$ cat config.mk
export PLATFORM = sky130hd
export DESIGN_NAME = wb_burst_reader_flat
export DESIGN_NICKNAME = d
export VERILOG_FILES = /design/src/rtl/wb_reader_pkg.sv /design/src/rtl/wshb_if.sv /design/src/rtl/sync_fifo.sv /design/src/rtl/wb_burst_reader.sv /design/src/flat_wrapper.sv
export SDC_FILE = /design/constraint.sdc
export NUM_CORES = 1
export LEC_CHECK = 0
export BUFFER_PORTS_ARGS = -buffer_cell sky130_fd_sc_hd__buf_2
export CAP_MARGIN = 20
export CORE_ASPECT_RATIO = 0.6
export CORE_MARGIN = 2
export CORE_UTILIZATION = 55
export CTS_CLUSTER_DIAMETER = 30
export DETAILED_ROUTE_END_ITERATION = 16
export PLACE_DENSITY_LB_ADDON = 0.1
export SYNTH_ARGS = -nofsm -noshare
export SYNTH_HDL_FRONTEND = slang
export SYNTH_SLANG_ARGS = --single-unit
$ cat constraint.sdc
create_clock -name clk -period 7.1 [get_ports clk]
set_input_delay 1.42 -clock clk [delete_from_list [all_inputs] [get_ports clk]]
set_output_delay 1.42 -clock clk [all_outputs]
set_load 0.1 [all_outputs]
$ cat src/rtl/wb_reader_pkg.sv
`timescale 1ns/1ps
`default_nettype none
// ============================================================================
// Module      : wb_reader_pkg
// Description : Shared Wishbone cycle-type codes and reader state encoding.
// Revision    : 1.0 - initial release
// ============================================================================
package wb_reader_pkg;

    localparam logic [2:0] CTI_CLASSIC = 3'b000;
    localparam logic [2:0] CTI_INCR    = 3'b010;
    localparam logic [2:0] CTI_END     = 3'b111;
    localparam logic [1:0] BTE_LINEAR  = 2'b00;

    typedef enum logic [1:0] {
        ST_IDLE      = 2'd0,
        ST_WAIT_ROOM = 2'd1,
        ST_BURST     = 2'd2
    } state_t;

endpackage
`default_nettype wire

$ cat src/rtl/wshb_if.sv
`timescale 1ns/1ps
`default_nettype none
// ============================================================================
// Module      : wshb_if
// Description : Wishbone B4 bus bundle with master and slave views.
// Revision    : 1.0 - initial release
// ============================================================================
interface wshb_if (
    input logic clk,
    input logic rst
);
    logic        cyc;
    logic        stb;
    logic        we;
    logic [3:0]  sel;
    logic [31:0] adr;
    logic [2:0]  cti;
    logic [1:0]  bte;
    logic [31:0] dat_ms;
    logic [31:0] dat_sm;
    logic        ack;

    modport master (
        input  clk, rst, dat_sm, ack,
        output cyc, stb, we, sel, adr, cti, bte, dat_ms
    );

    modport slave (
        input  clk, rst, cyc, stb, we, sel, adr, cti, bte, dat_ms,
        output dat_sm, ack
    );
endinterface
`default_nettype wire

$ cat src/rtl/sync_fifo.sv
`timescale 1ns/1ps
`default_nettype none
// ============================================================================
// Module      : sync_fifo
// Description : Single-clock first-word-fall-through FIFO, power-of-two depth.
// Revision    : 1.0 - initial release
// ============================================================================
module sync_fifo #(
    parameter int WIDTH = 32,
    parameter int DEPTH = 32
) (
    input  logic                     clk,
    input  logic                     rst,
    input  logic                     i_wr_en,
    input  logic [WIDTH-1:0]         i_wr_data,
    input  logic                     i_rd_en,
    output logic [WIDTH-1:0]         o_rd_data,
    output logic                     o_empty,
    output logic                     o_full,
    output logic [$clog2(DEPTH):0]   o_count
);
    localparam int AW = $clog2(DEPTH);

    logic [WIDTH-1:0] r_mem [DEPTH];
    logic [AW-1:0]    r_wr_ptr;
    logic [AW-1:0]    r_rd_ptr;
    logic [AW:0]      r_count;
    logic             w_wr;
    logic             w_rd;

    assign w_rd = i_rd_en && !o_empty;
    assign w_wr = i_wr_en && (!o_full || w_rd);

    always_ff @(posedge clk) begin
        if (rst) begin
            r_wr_ptr <= '0;
            r_rd_ptr <= '0;
            r_count  <= '0;
        end else begin
            if (w_wr) r_wr_ptr <= r_wr_ptr + 1'b1;
            if (w_rd) r_rd_ptr <= r_rd_ptr + 1'b1;
            r_count <= r_count + (AW+1)'(w_wr) - (AW+1)'(w_rd);
        end
    end

    always_ff @(posedge clk) begin
        if (w_wr) r_mem[r_wr_ptr] <= i_wr_data;
    end

    assign o_empty   = (r_count == '0);
    assign o_full    = (r_count == (AW+1)'(DEPTH));
    assign o_count   = r_count;
    // Output forced to zero while empty so stale storage never shows on dout
    assign o_rd_data = o_empty ? '0 : r_mem[r_rd_ptr];

endmodule
`default_nettype wire

$ cat src/rtl/wb_burst_reader.sv
`timescale 1ns/1ps
`default_nettype none
// ============================================================================
// Module      : wb_burst_reader
// Description : Reads NB_WORDS words from BASE_ADR with aligned Wishbone bursts
//               into a streaming FIFO, fetching only when room is available.
// Revision    : 1.0 - initial release
// ============================================================================
module wb_burst_reader
    import wb_reader_pkg::*;
#(
    parameter logic [31:0] BASE_ADR   = 32'h0000_0000,
    parameter int          NB_WORDS   = 1024,
    parameter int          BURST_LEN  = 16,
    parameter int          FIFO_DEPTH = 32
) (
    wshb_if.master          wb_m,
    input  logic            start,
    output logic            busy,
    output logic            done,
    output logic [31:0]     dout,
    output logic            dout_valid,
    input  logic            dout_ready
);
    localparam int CW = $clog2(FIFO_DEPTH) + 1;

    state_t        r_state;
    state_t        w_state_next;
    logic [31:0]   r_words_left;
    logic [31:0]   r_beats_left;
    logic [29:0]   r_wadr;
    logic [2:0]    r_cti;
    logic          r_cyc;
    logic          r_busy;
    logic          r_done;

    logic [31:0]   w_burst_len;
    logic [31:0]   w_free;
    logic [CW-1:0] w_count;
    logic          w_empty;
    logic          w_full;
    logic          w_load;
    logic          w_launch;
    logic          w_fifo_wr;
    logic          w_last_beat;

    // Bursts start on BURST_LEN multiples from the base, so only the tail is short
    assign w_burst_len = (r_words_left > 32'(BURST_LEN)) ? 32'(BURST_LEN) : r_words_left;
    assign w_free      = 32'(FIFO_DEPTH) - 32'(w_count);

    always_ff @(posedge wb_m.clk) begin
        if (wb_m.rst) r_state <= ST_IDLE;
        else          r_state <= w_state_next;
    end

    always_comb begin
        w_state_next = r_state;
        w_load       = 1'b0;
        w_launch     = 1'b0;
        w_fifo_wr    = 1'b0;
        w_last_beat  = 1'b0;
        case (r_state)
            ST_IDLE: begin
                if (start) begin
                    w_load       = 1'b1;
                    w_state_next = ST_WAIT_ROOM;
                end
            end
            ST_WAIT_ROOM: begin
                if (w_free >= w_burst_len) begin
                    w_launch     = 1'b1;
                    w_state_next = ST_BURST;
                end
            end
            ST_BURST: begin
                if (wb_m.ack && !w_full) begin
                    w_fifo_wr = 1'b1;
                    if (r_beats_left == 32'd1) begin
                        w_last_beat  = 1'b1;
                        w_state_next = (r_words_left == 32'd1) ? ST_IDLE : ST_WAIT_ROOM;
                    end
                end
            end
            default: w_state_next = ST_IDLE;
        endcase
    end

    always_ff @(posedge wb_m.clk) begin
        if (wb_m.rst) begin
            r_cyc        <= 1'b0;
            r_cti        <= CTI_CLASSIC;
            r_wadr       <= BASE_ADR[31:2];
            r_words_left <= '0;
            r_beats_left <= '0;
            r_busy       <= 1'b0;
            r_done       <= 1'b0;
        end else begin
            r_done <= 1'b0;
            if (w_load) begin
                r_wadr       <= BASE_ADR[31:2];
                r_words_left <= 32'(NB_WORDS);
                r_busy       <= 1'b1;
            end
            if (w_launch) begin
                r_cyc        <= 1'b1;
                r_beats_left <= w_burst_len;
                r_cti        <= (w_burst_len == 32'd1) ? CTI_END : CTI_INCR;
            end
            if (w_fifo_wr) begin
                r_wadr       <= r_wadr + 30'd1;
                r_words_left <= r_words_left - 32'd1;
                r_beats_left <= r_beats_left - 32'd1;
                if (r_beats_left == 32'd2) r_cti <= CTI_END;
            end
            if (w_last_beat) begin
                r_cyc <= 1'b0;
                r_cti <= CTI_CLASSIC;
                if (r_words_left == 32'd1) begin
                    r_busy <= 1'b0;
                    r_done <= 1'b1;
                end
            end
        end
    end

    sync_fifo #(
        .WIDTH (32),
        .DEPTH (FIFO_DEPTH)
    ) u_fifo (
        .clk       (wb_m.clk),
        .rst       (wb_m.rst),
        .i_wr_en   (w_fifo_wr),
        .i_wr_data (wb_m.dat_sm),
        .i_rd_en   (dout_ready),
        .o_rd_data (dout),
        .o_empty   (w_empty),
        .o_full    (w_full),
        .o_count   (w_count)
    );

    assign wb_m.cyc    = r_cyc;
    assign wb_m.stb    = r_cyc;
    assign wb_m.we     = 1'b0;
    assign wb_m.sel    = 4'b1111;
    assign wb_m.adr    = {r_wadr, 2'b00};
    assign wb_m.cti    = r_cti;
    assign wb_m.bte    = BTE_LINEAR;
    assign wb_m.dat_ms = '0;
    assign busy        = r_busy;
    assign done        = r_done;
    assign dout_valid  = !w_empty;

endmodule
`default_nettype wire

$ cat src/flat_wrapper.sv
// flat-port wrapper written by rule: the top's interface ports become plain ports
module wb_burst_reader_flat import wb_reader_pkg::*;
#(
    parameter logic [31:0] BASE_ADR   = 32'h0000_0000,
    parameter int          NB_WORDS   = 1024,
    parameter int          BURST_LEN  = 16,
    parameter int          FIFO_DEPTH = 32
)
  (start, busy, done, dout, dout_valid, dout_ready, clk, rst, wb_m_dat_sm, wb_m_ack, wb_m_cyc, wb_m_stb, wb_m_we, wb_m_sel, wb_m_adr, wb_m_cti, wb_m_bte, wb_m_dat_ms);
  wshb_if wb_m_i (.clk(clk), .rst(rst));
  input  logic start;
  output logic busy;
  output logic done;
  output logic [31:0] dout;
  output logic dout_valid;
  input  logic dout_ready;
  input wire logic clk;
  input wire logic rst;
  input wire logic [$bits(wb_m_i.dat_sm)-1:0] wb_m_dat_sm;
  input wire logic [$bits(wb_m_i.ack)-1:0] wb_m_ack;
  output wire logic [$bits(wb_m_i.cyc)-1:0] wb_m_cyc;
  output wire logic [$bits(wb_m_i.stb)-1:0] wb_m_stb;
  output wire logic [$bits(wb_m_i.we)-1:0] wb_m_we;
  output wire logic [$bits(wb_m_i.sel)-1:0] wb_m_sel;
  output wire logic [$bits(wb_m_i.adr)-1:0] wb_m_adr;
  output wire logic [$bits(wb_m_i.cti)-1:0] wb_m_cti;
  output wire logic [$bits(wb_m_i.bte)-1:0] wb_m_bte;
  output wire logic [$bits(wb_m_i.dat_ms)-1:0] wb_m_dat_ms;
  assign wb_m_i.dat_sm = wb_m_dat_sm;
  assign wb_m_i.ack = wb_m_ack;
  assign wb_m_cyc = wb_m_i.cyc;
  assign wb_m_stb = wb_m_i.stb;
  assign wb_m_we = wb_m_i.we;
  assign wb_m_sel = wb_m_i.sel;
  assign wb_m_adr = wb_m_i.adr;
  assign wb_m_cti = wb_m_i.cti;
  assign wb_m_bte = wb_m_i.bte;
  assign wb_m_dat_ms = wb_m_i.dat_ms;
  wb_burst_reader #(.BASE_ADR(BASE_ADR), .NB_WORDS(NB_WORDS), .BURST_LEN(BURST_LEN), .FIFO_DEPTH(FIFO_DEPTH)) u_core (.wb_m(wb_m_i), .start(start), .busy(busy), .done(done), .dout(dout), .dout_valid(dout_valid), .dout_ready(dout_ready));
endmodule
==> summary.md <==
• **met3 usage** 0.0658
• **routed via count** 24400
• **number of design-rule violations left by the first detailed-router iteration** 3134
• **count of fill cells added during filler insertion** 5644
• **number of pins exceeding their max-slew limit in the final report** 0
• **required time at the endpoint of the critical path** 5680 ps
• **worst hold-check path type** reg2reg
• **Post-CTS Setup Bufs** 0
• **Synthesis Warnings** 0
• **H-tree levels** 4
• **CTS clk-pin slew, worst paths** 50 ps
• **clock buffer count from CTS** 148
• **worst setup slack before clock tree synthesis** 2310 ps
• **Synth Area in Adders** 0.0156
• **clock root buffer** sky130_fd_sc_hd__clkbuf_16
• **fraction of layout instances using a drive strength above 1** 0.293
• **number of hold violations in the final report** 0
• **number of placed instances with taps included** 3614
• **drt via density** 6.27
• **number of hold-repair buffers added at the cts stage** 0
• **worst hold slack across all endpoints** 485 ps
• **Final Worst Setup Slack** 1720 ps
• **count of flip-flops with a built-in enable after synthesis** 1024
• **post-synthesis area per instance** 19.1 um^2
• **synthesized instance count** 2417
• **Max-cap violations** 0
• **fin nets** 2729
• **largest family of logic cells by synthesized area** multiplexers
• **CP dominant cell by count** sky130_fd_sc_hd__mux4_2
• **FMAX** 186 MHz
• **number of global-route vias before repair** 24100
• **Distinct cells, synth** 69
• **I/O pin count** 148
• **combined global-route utilization of all metal layers** 0.267
• **global-route wire length before repair** 164000 um
• **vertical extent of the die** 228 um
• **asr flop ratio synth** 0
• **final setup violating endpoints** 0
• **Finished Layout Cells** 3893
• **fraction of the cycle the final worst path needs** 0.757
• **global-route layer with the greatest usage** met1
• **total global routing overflow** 0
• **outcome** completed
• **CP Cell Sequence** buf_12 > mux4_2 > mux4_2 > mux2i_1 > nor2_1 > buf_2
• **number of sinks driven by the clock tree** 1147
• **Critical Path Source Type** flop
• **category of the worst setup path capture point** output port
• **Worst Path Class, Setup** reg2out
• **number of placement rows** 82
• **fraction of the mapped netlist area in simple logic gates** 0.0489
• **stage delay of the slowest cell on the critical path** 890 ps
• **final RePlAce weighted congestion** 0.815
• **Slowest cell on crit path** sky130_fd_sc_hd__dfxtp_4
• **Core Box Area** 83300 um^2
• **TritonCTS clock tree** yes
• **synthesis-to-finish area growth** 16.6%
• **residual DRC count** 0
• **critical path data arrival time** 3960 ps
• **flip-flop cell with the highest count after synthesis** sky130_fd_sc_hd__edfxtp_1
• **largest buffer count on any clock path** 3
• **worst slew margin relative to its limit** 0.248
• **wire length after detailed routing** 113000 um
• **Clock Latency Late Sink** 740 ps
• **DPL Wire Length** 60500 um
• **time the worst path needs with I/O delays and setup** 5380 ps
• **Die Span X** 378 um
• **sum of negative setup slack** 0 ps
• **final core utilization** 0.646
• **Starting Density** 0.554
• **largest net degree at the start of global routing** 69
• **clock skew after layout** 28.1 ps
• **met2 Resource Use GR** 0.381
• **VDD IR max** 291 uV
• **initial antenna violation count** 9
• **proportion of synthesized area in mux cells** 0.168
• **synthesized-area fraction occupied by xor and xnor cells** 0.00436
• **critical-path maximum fanout** 47
• **netlist area before placement** 46200 um^2
• **Seq/Total Area, Yosys** 0.719
• **area of the die** 86400 um^2
• **slew at the pin closest to its max-slew limit** 1120 ps
• **met1 demand-to-capacity share in global routing** 0.412
• **static leakage** 17.3 nW
• **wire per inst** 28.9 um
• **quantity of gates resized following cts** 0
• **Port Buffer Count** 106
• **unrepaired setup endpoints after global routing** false
• **compound-gate portion of the synthesized area** 0.0247
• **number of antenna-violating nets in the routed design** 0
• **first drt pass iteration count** 6
• **number of synthesized register bits** 1147
• **Pwr per Cell Area** 360 nW/um^2
[metrics by stage]
stage               cell area, um^2  power [mW]
global placement              48300        11.6
global route                  53900        20.1
finish                        53900        19.4
detailed placement            48400        11.7
floorplan                     46400        10.8
CTS                           53700        19.5
[path summary, 6_finish.rpt]
check                                              from                      end  slack [ps]  depth (start not counted)
worst max-delay path                               flop                  dout[2]        1720                          6
worst min-delay path                 u_core.wb_m.cti[1]       u_core.wb_m.cti[1]         490                          1
worst max register to register  u_core.r_words_left[27]  u_core.r_beats_left[12]        2180                         11
worst min register to register       u_core.wb_m.cti[1]       u_core.wb_m.cti[1]         490                          1
[critical path: cells and delay by family (launching register included)]
kind / cells / cell delay, ps
DFF: 1 / 890
and+or+nand+nor: 1 / 80
muxes: 3 / 1380
buffers and inverters: 2 / 780
[placed cells by master (no fill, tap or decap), types with 15 or more instances in the layout]
| cell | n |
|---|---|
| sky130_fd_sc_hd__a31oi_1 | 17 |
| sky130_fd_sc_hd__nor4_1 | 20 |
| sky130_fd_sc_hd__nand2_1 | 81 |
| sky130_fd_sc_hd__mux2i_1 | 35 |
| sky130_fd_sc_hd__a21oi_1 | 63 |
| sky130_fd_sc_hd__inv_1 | 24 |
| sky130_fd_sc_hd__conb_1 | 68 |
| sky130_fd_sc_hd__dfxtp_1 | 118 |
| sky130_fd_sc_hd__or4_1 | 15 |
| sky130_fd_sc_hd__mux4_2 | 320 |
| sky130_fd_sc_hd__o21ai_0 | 17 |
| sky130_fd_sc_hd__clkbuf_16 | 157 |
| sky130_fd_sc_hd__nand3_1 | 41 |
| sky130_fd_sc_hd__nor3_1 | 28 |
| sky130_fd_sc_hd__buf_4 | 43 |
| sky130_fd_sc_hd__or3_1 | 16 |
| sky130_fd_sc_hd__nor2_1 | 117 |
| sky130_fd_sc_hd__ha_1 | 56 |
| sky130_fd_sc_hd__clkinv_1 | 15 |
| sky130_fd_sc_hd__clkinv_4 | 16 |
| sky130_fd_sc_hd__clkinv_2 | 19 |
| sky130_fd_sc_hd__buf_2 | 105 |
| sky130_fd_sc_hd__o211ai_1 | 16 |
| sky130_fd_sc_hd__nand4_1 | 26 |
| sky130_fd_sc_hd__bufinv_16 | 25 |
| sky130_fd_sc_hd__nor2_4 | 32 |
| sky130_fd_sc_hd__edfxtp_1 | 1024 |
[cells by family after synthesis]
| kind of cell | count (synthesis) |
|---|---|
| flip-flops | 1147 |
| other | 2 |
| buffers and inverters | 188 |
| XOR/XNOR | 23 |
| AND/OR/NAND/NOR | 452 |
| multiplexers | 373 |
| adder cells (fa/ha/maj) | 57 |
| AO/OA/AOI/OAI | 175 |
[layout make-up]
type | instances | area [um^2] | area share
sequential | 1147 | 33200 | 0.617
multi-input combinational | 1148 | 12600 | 0.234
clock buffer | 168 | 3990 | 0.0741
tap | 1134 | 1420 | 0.0263
clock inverter | 102 | 1280 | 0.0238
timing repair buffer | 166 | 1250 | 0.0233
inverter | 24 | 90.1 | 0.00167
antenna | 4 | 10.0 | 0.000186
[report_power, final]
group / switching (mW) / internal [mW]
clock: 2.89 / 4.98
sequential: 0.153 / 7.41
combinational: 2.47 / 1.50
[state kept, by name, indices dropped and copies added, names as in the netlist, named ones only]
register                count
u_core.r_state              2
u_core.u_fifo.o_count       6
u_core.u_fifo.r_mem      1024
u_core.busy                 1
u_core.u_fifo.r_rd_ptr      5
u_core.wb_m.cyc             1
u_core.r_words_left        32
u_core.done                 1
u_core.r_beats_left        32
u_core.u_fifo.r_wr_ptr      5
u_core.r_wadr              30
u_core.wb_m.cti             3
[per-layer routing]
metal	vias up	wire (um)	share of wire
met1	12800	49200	0.44
met2	1111	50400	0.45
li1	10300	-	-
met3	139	10800	0.096
met5	-	55	0.00049
met4	8	2080	0.018
[cells in the mapped netlist (all sizes together) (3+ instances only)]
library cell / count / area share
edfxtp: 1024 / 0.67
mux4: 320 / 0.16
nor2: 151 / 0.012
dfxtp: 123 / 0.053
clkbuf: 87 / 0.0071
nand2: 81 / 0.0066
buf: 77 / 0.0099
a21oi: 63 / 0.0068
ha: 56 / 0.015
nand3: 41 / 0.0044
mux2i: 35 / 0.0076
nor3: 29 / 0.0033
nand4: 26 / 0.0035
inv: 24 / 0.0020
nor4: 22 / 0.0034
or3: 19 / 0.0027
mux2: 18 / 0.0044
or4: 18 / 0.0031
a31oi: 17 / 0.0023
o21ai: 17 / 0.0018
o211ai: 16 / 0.0026
and3: 15 / 0.0020
xnor2: 14 / 0.0027
or2: 13 / 0.0018
a311oi: 12 / 0.0023
xor2: 9 / 0.0017
nand2b: 8 / 0.0011
a211oi: 7 / 0.0011
o21a: 7 / 0.0011
o311ai: 7 / 0.0013
and2: 6 / 0.00081
and4: 6 / 0.0011
nor2b: 6 / 0.00081
nand3b: 5 / 0.00081
a21boi: 4 / 0.00065
o31a: 4 / 0.00076
a2111oi: 3 / 0.00057
o21bai: 3 / 0.00049
o31ai: 3 / 0.00049
Note: power is estimated with default switching activity, not from simulation.
